`config.mk`:
```
export PLATFORM = sky130hd
export DESIGN_NAME = handshake_sender
export DESIGN_NICKNAME = d
export VERILOG_FILES = /design/src/rtl/handshake_sender.sv
export SDC_FILE = /design/constraint.sdc
export NUM_CORES = 1
export LEC_CHECK = 0
export BUFFER_PORTS_ARGS = -buffer_cell sky130_fd_sc_hd__buf_2
export CORE_ASPECT_RATIO = 0.7
export CORE_MARGIN = 2
export CORE_UTILIZATION = 54
export CTS_CLUSTER_DIAMETER = 120
export DETAILED_ROUTE_END_ITERATION = 8
export PLACE_DENSITY_LB_ADDON = 0.25
export SLEW_MARGIN = 20
export SYNTH_ARGS = -nofsm -noshare
export SYNTH_HDL_FRONTEND = slang
export SYNTH_SLANG_ARGS = --single-unit
```
`constraint.sdc`:
```
create_clock -name i_clk -period 4.7 [get_ports i_clk]
set_clock_uncertainty 0.2 [all_clocks]
set_input_delay 0.94 -clock i_clk [delete_from_list [all_inputs] [get_ports i_clk]]
set_output_delay 0.94 -clock i_clk [all_outputs]
set_load 0.1 [all_outputs]
```
`src/rtl/handshake_sender.sv`:
```
// Four-phase request/acknowledge sender: accepts one payload from a valid/ready source,
// holds it on o_data and runs the req/ack handshake, flagging a stalled ack with a timeout pulse.
module handshake_sender #(
    parameter int unsigned DATA_WIDTH     = 32,
    parameter int unsigned TIMEOUT_CYCLES = 1024
) (
    input  logic                  i_clk,
    input  logic                  i_rst_n,
    input  logic                  i_valid,
    input  logic [DATA_WIDTH-1:0] i_data,
    output logic                  o_ready,
    output logic                  o_req,
    output logic [DATA_WIDTH-1:0] o_data,
    input  logic                  i_ack,
    output logic                  o_busy,
    output logic                  o_timeout
);

    // A zero limit still needs a 1-bit counter so the vector stays legal; it never counts.
    localparam int unsigned CntW = (TIMEOUT_CYCLES == 0) ? 1 : $clog2(TIMEOUT_CYCLES + 1);
    localparam logic [CntW-1:0] CntMax = CntW'(TIMEOUT_CYCLES);
    localparam bit TimeoutEn = (TIMEOUT_CYCLES != 0);

    typedef enum logic [1:0] {
        StIdle,
        StReqHigh,
        StReqLow
    } state_e;

    state_e                state_q, state_d;
    logic                  req_q, req_d;
    logic [DATA_WIDTH-1:0] data_q, data_d;
    logic [CntW-1:0]       cnt_q, cnt_d;
    logic                  timeout_q, timeout_d;
    logic                  busy_q, busy_d;

    assign o_ready   = (state_q == StIdle) && !i_ack;
    assign o_req     = req_q;
    assign o_data    = data_q;
    assign o_busy    = busy_q;
    assign o_timeout = timeout_q;

    always_comb begin
        state_d = state_q;
        req_d   = req_q;
        data_d  = data_q;
        case (state_q)
            StIdle: begin
                if (i_valid && !i_ack) begin
                    state_d = StReqHigh;
                    req_d   = 1'b1;
                    data_d  = i_data;
                end
            end
            StReqHigh: begin
                if (i_ack) begin
                    state_d = StReqLow;
                    req_d   = 1'b0;
                end
            end
            StReqLow: begin
                if (!i_ack) begin
                    state_d = StIdle;
                end
            end
            default: begin
                state_d = StIdle;
                req_d   = 1'b0;
            end
        endcase
    end

    // Counter restarts on any state change; the pulse fires only on the cycle it lands on the limit.
    always_comb begin
        cnt_d     = '0;
        timeout_d = 1'b0;
        if (TimeoutEn && (state_q != StIdle) && (state_d == state_q)) begin
            if (cnt_q != CntMax) begin
                cnt_d = cnt_q + CntW'(1);
            end else begin
                cnt_d = cnt_q;
            end
            timeout_d = (cnt_q != CntMax) && (cnt_d == CntMax);
        end
        busy_d = (state_d != StIdle);
    end

    always_ff @(posedge i_clk or negedge i_rst_n) begin
        if (!i_rst_n) begin
            state_q   <= StIdle;
            req_q     <= 1'b0;
            data_q    <= '0;
            cnt_q     <= '0;
            timeout_q <= 1'b0;
            busy_q    <= 1'b0;
        end else begin
            state_q   <= state_d;
            req_q     <= req_d;
            data_q    <= data_d;
            cnt_q     <= cnt_d;
            timeout_q <= timeout_d;
            busy_q    <= busy_d;
        end
    end

endmodule

```
==> flow_summary.json <==
{
  "status": "complete, no violations",
  "start_kind": "input port",
  "cts_buffers": 5,
  "fmax_mhz": 349,
  "synthesis.area_mm2": 0.00219,
  "wire_per_inst_um": 13.5,
  "synth_edf_count": 0,
  "rsz0062_at_grt": "no",
  "period_minus_slack_ns": 2.86,
  "ir_drop_mv": 0.472,
  "ios": 72,
  "die_h_um": 57.2,
  "hold_path_end": "o_data[12]",
  "seq_area_frac_synth": 0.549,
  "min_path_type": "reg -> reg",
  "clock_latency_ns": 0.29,
  "postLayoutSetupSlackWorst_ns": 1.84,
  "power_density_mw_per_mm2": 580,
  "num_rows": 19,
  "routabilityCongestion": 0.807,
  "chipWidth_um": 80.1,
  "yosysWarnings": 0,
  "avgSynthCellArea_um2": 12.4,
  "internal-power_uw": 751,
  "layout_commonest_cell": "buf_2",
  "path_class": "in -> out",
  "syn_nets": 214,
  "power_frac_comb": 0.476,
  "cts_htree_levels": 2,
  "drt_iter0_markers": 46,
  "cp-end-kind": "output pin",
  "dp_hpwl_mm": 2.94,
  "hold_viol": 0,
  "worst-path-max-fanout": 4,
  "arrival_ns": 1.72,
  "wirelength_mm": 3.97,
  "max_stage_delay_ns": 0.46,
  "cts.clk_slew.worst_paths_ns": 0.08,
  "ys_seq_elements": 48,
  "antenna_found_initial": 0,
  "diodes": 0,
  "cts_tree": "yes",
  "fill_cells": 318,
  "portBuffers": 71,
  "cap_violations": 0,
  "finalSetupTns_ns": 0,
  "layout_common_cells": "70 x buf_2, 48 x dfrtp_1, 32 x mux2_1",
  "r2r-start": "cnt_q[0]",
  "ctsRootBufferMaster": "clkbuf_8",
  "report.final.setup_viol": 0,
  "track_usage": 0.188,
  "antenna_left": 0,
  "final_nets": 280,
  "drc": 0,
  "cts_resized": 0,
  "synth_cell_types": 39,
  "clkPwrFrac": 0.184,
  "switching_share": 0.511,
  "die_area_mm2": 0.00458,
  "pwr-share-seq": 0.340,
  "grt_overflow": 0,
  "syn-instance-count": 176,
  "total_leakage_power_uw": 0.00124,
  "rr_worst_depth": 5,
  "grt_max_degree": 49,
  "ff2ff_setup_slack_ns": 2.67,
  "vias": 1507,
  "drv_slew": 0,
  "grt_pass1_wl_mm": 6.64,
  "crit_slowest_cell": "buf_2",
  "cts.sinks": 48,
  "hold_buffers": 0,
  "post_cts_buffers": 0,
  "r2r-end": "o_timeout",
  "first_global_vias": 1484,
  "syn_to_final_growth_pct": 21.1,
  "yosys_most_used_dff": "dfrtp_1",
  "detail_route.first_pass.iterations": 4,
  "pre_cts_ws_ns": 1.84,
  "whs_path_depth": 1,
  "worstPathRequired_ns": 3.56,
  "timing.final.crit_share": 0.609,
  "clock_path_buffers": 2,
  "slew_headroom": 0.347,
  "crit_chain": "buf_2 -> nor3_1 -> buf_2",
  "design.core.area_mm2": 0.00390,
  "crit_top_cell": "buf_2",
  "power_switching_uw": 785,
  "start_util": 0.561,
  "holdCritStartpoint": "o_data[12]",
  "async_flop_share": 1.00,
  "worst_slew_pin_slew_ns": 0.979,
  "whs_ns": 0.284,
  "vias_per_cell": 5.11,
  "drive_gt1_frac": 0.342
}
stage by stage:
stage	area (µm²)	total power [µW]	util	std cells
2_1_floorplan	2190	1140	-	176
3_3_place_gp	2540	1260	0.651	287
3_5_place_dp	2540	1270	0.651	287
4_1_cts	2650	1550	0.679	295
5_1_grt	2650	1600	0.679	295
6_report	2650	1540	0.679	295
sequential cells by signal (all words and copies together) (netlist names):
name / flops
cnt_q: 11
o_req: 1
o_busy: 1
o_data: 32
state_q: 2
o_timeout: 1
power groups by stage:
stage               sequential (µW)  clock (µW)  combinational (µW)
CTS                             522         294                 736
finish                          522         283                 731
floorplan                      1060           0                79.3
global route                    532         311                 753
detailed placement              530           0                 736
global placement                527           0                 731
worst max-delay path, delay by kind of cell:
| family | cells | cell delay [ns] |
|---|---|---|
| simple gates | 1 | 0.20 |
| buf+inv | 2 | 0.58 |
synthesized netlist by cell type, types with 2 or more instances:
master / instances / area (µm²)
inv_1: 4 / 15.0
buf_4: 5 / 37.5
nand4_1: 2 / 12.5
xor2_1: 5 / 43.8
nor3b_1: 2 / 15.0
nor2b_1: 5 / 31.3
nand4_2: 2 / 25.0
a21oi_1: 3 / 15.0
nor2_1: 11 / 41.3
nand3_1: 6 / 30.0
mux2_1: 32 / 360
ha_1: 2 / 25.0
nor4_1: 4 / 25.0
nand2b_1: 2 / 12.5
buf_2: 7 / 35.0
a41o_1: 2 / 20.0
and3b_1: 2 / 17.5
nor3_1: 2 / 10.0
xnor2_1: 5 / 43.8
nand2_1: 4 / 15.0
dfrtp_1: 48 / 1200
o21a_1: 2 / 15.0
o21ai_0: 3 / 15.0
cell type report:
cell class              instances  area, µm²  share of cell area
clock buffers                   6       72.6              0.0274
clock inverters                 2       35.0              0.0132
inverters                       4       15.0             0.00567
multi-input cells             111        895               0.338
flip-flops and latches         48       1200               0.453
well taps                      52       65.1              0.0246
repair buffers                 72        365               0.138
worst max path at each step:
stage                     slack (ns)        end  depth (start not counted)  startpoint
final                           1.84    o_ready                          3       i_ack
after global routing            1.80    o_ready                          3       i_ack
after CTS                       1.83    o_ready                          3       i_ack
after detailed placement        1.84    o_ready                          3       i_ack
after global placement          1.84    o_ready                          3       i_ack
after floorplan                 0.37  o_data[0]                          5       i_ack
layer usage:
metal | track usage | share of wire
met5 | 0 | 0
met4 | 0.0557 | 0.0023
met3 | 0.0538 | 0.061
met2 | 0.292 | 0.44
met1 | 0.260 | 0.49
cell families after synthesis:
logic type / count (synthesis) / share of synthesized area
AOI/OAI and AO/OA: 18 / 0.0589
xor gates and xnor gates: 10 / 0.0400
adders and majority gates: 2 / 0.0114
buffers and inverters: 17 / 0.0418
DFF: 48 / 0.549
muxes: 32 / 0.165
and+or+nand+nor: 49 / 0.134
Power figures use the tool's default switching activity.
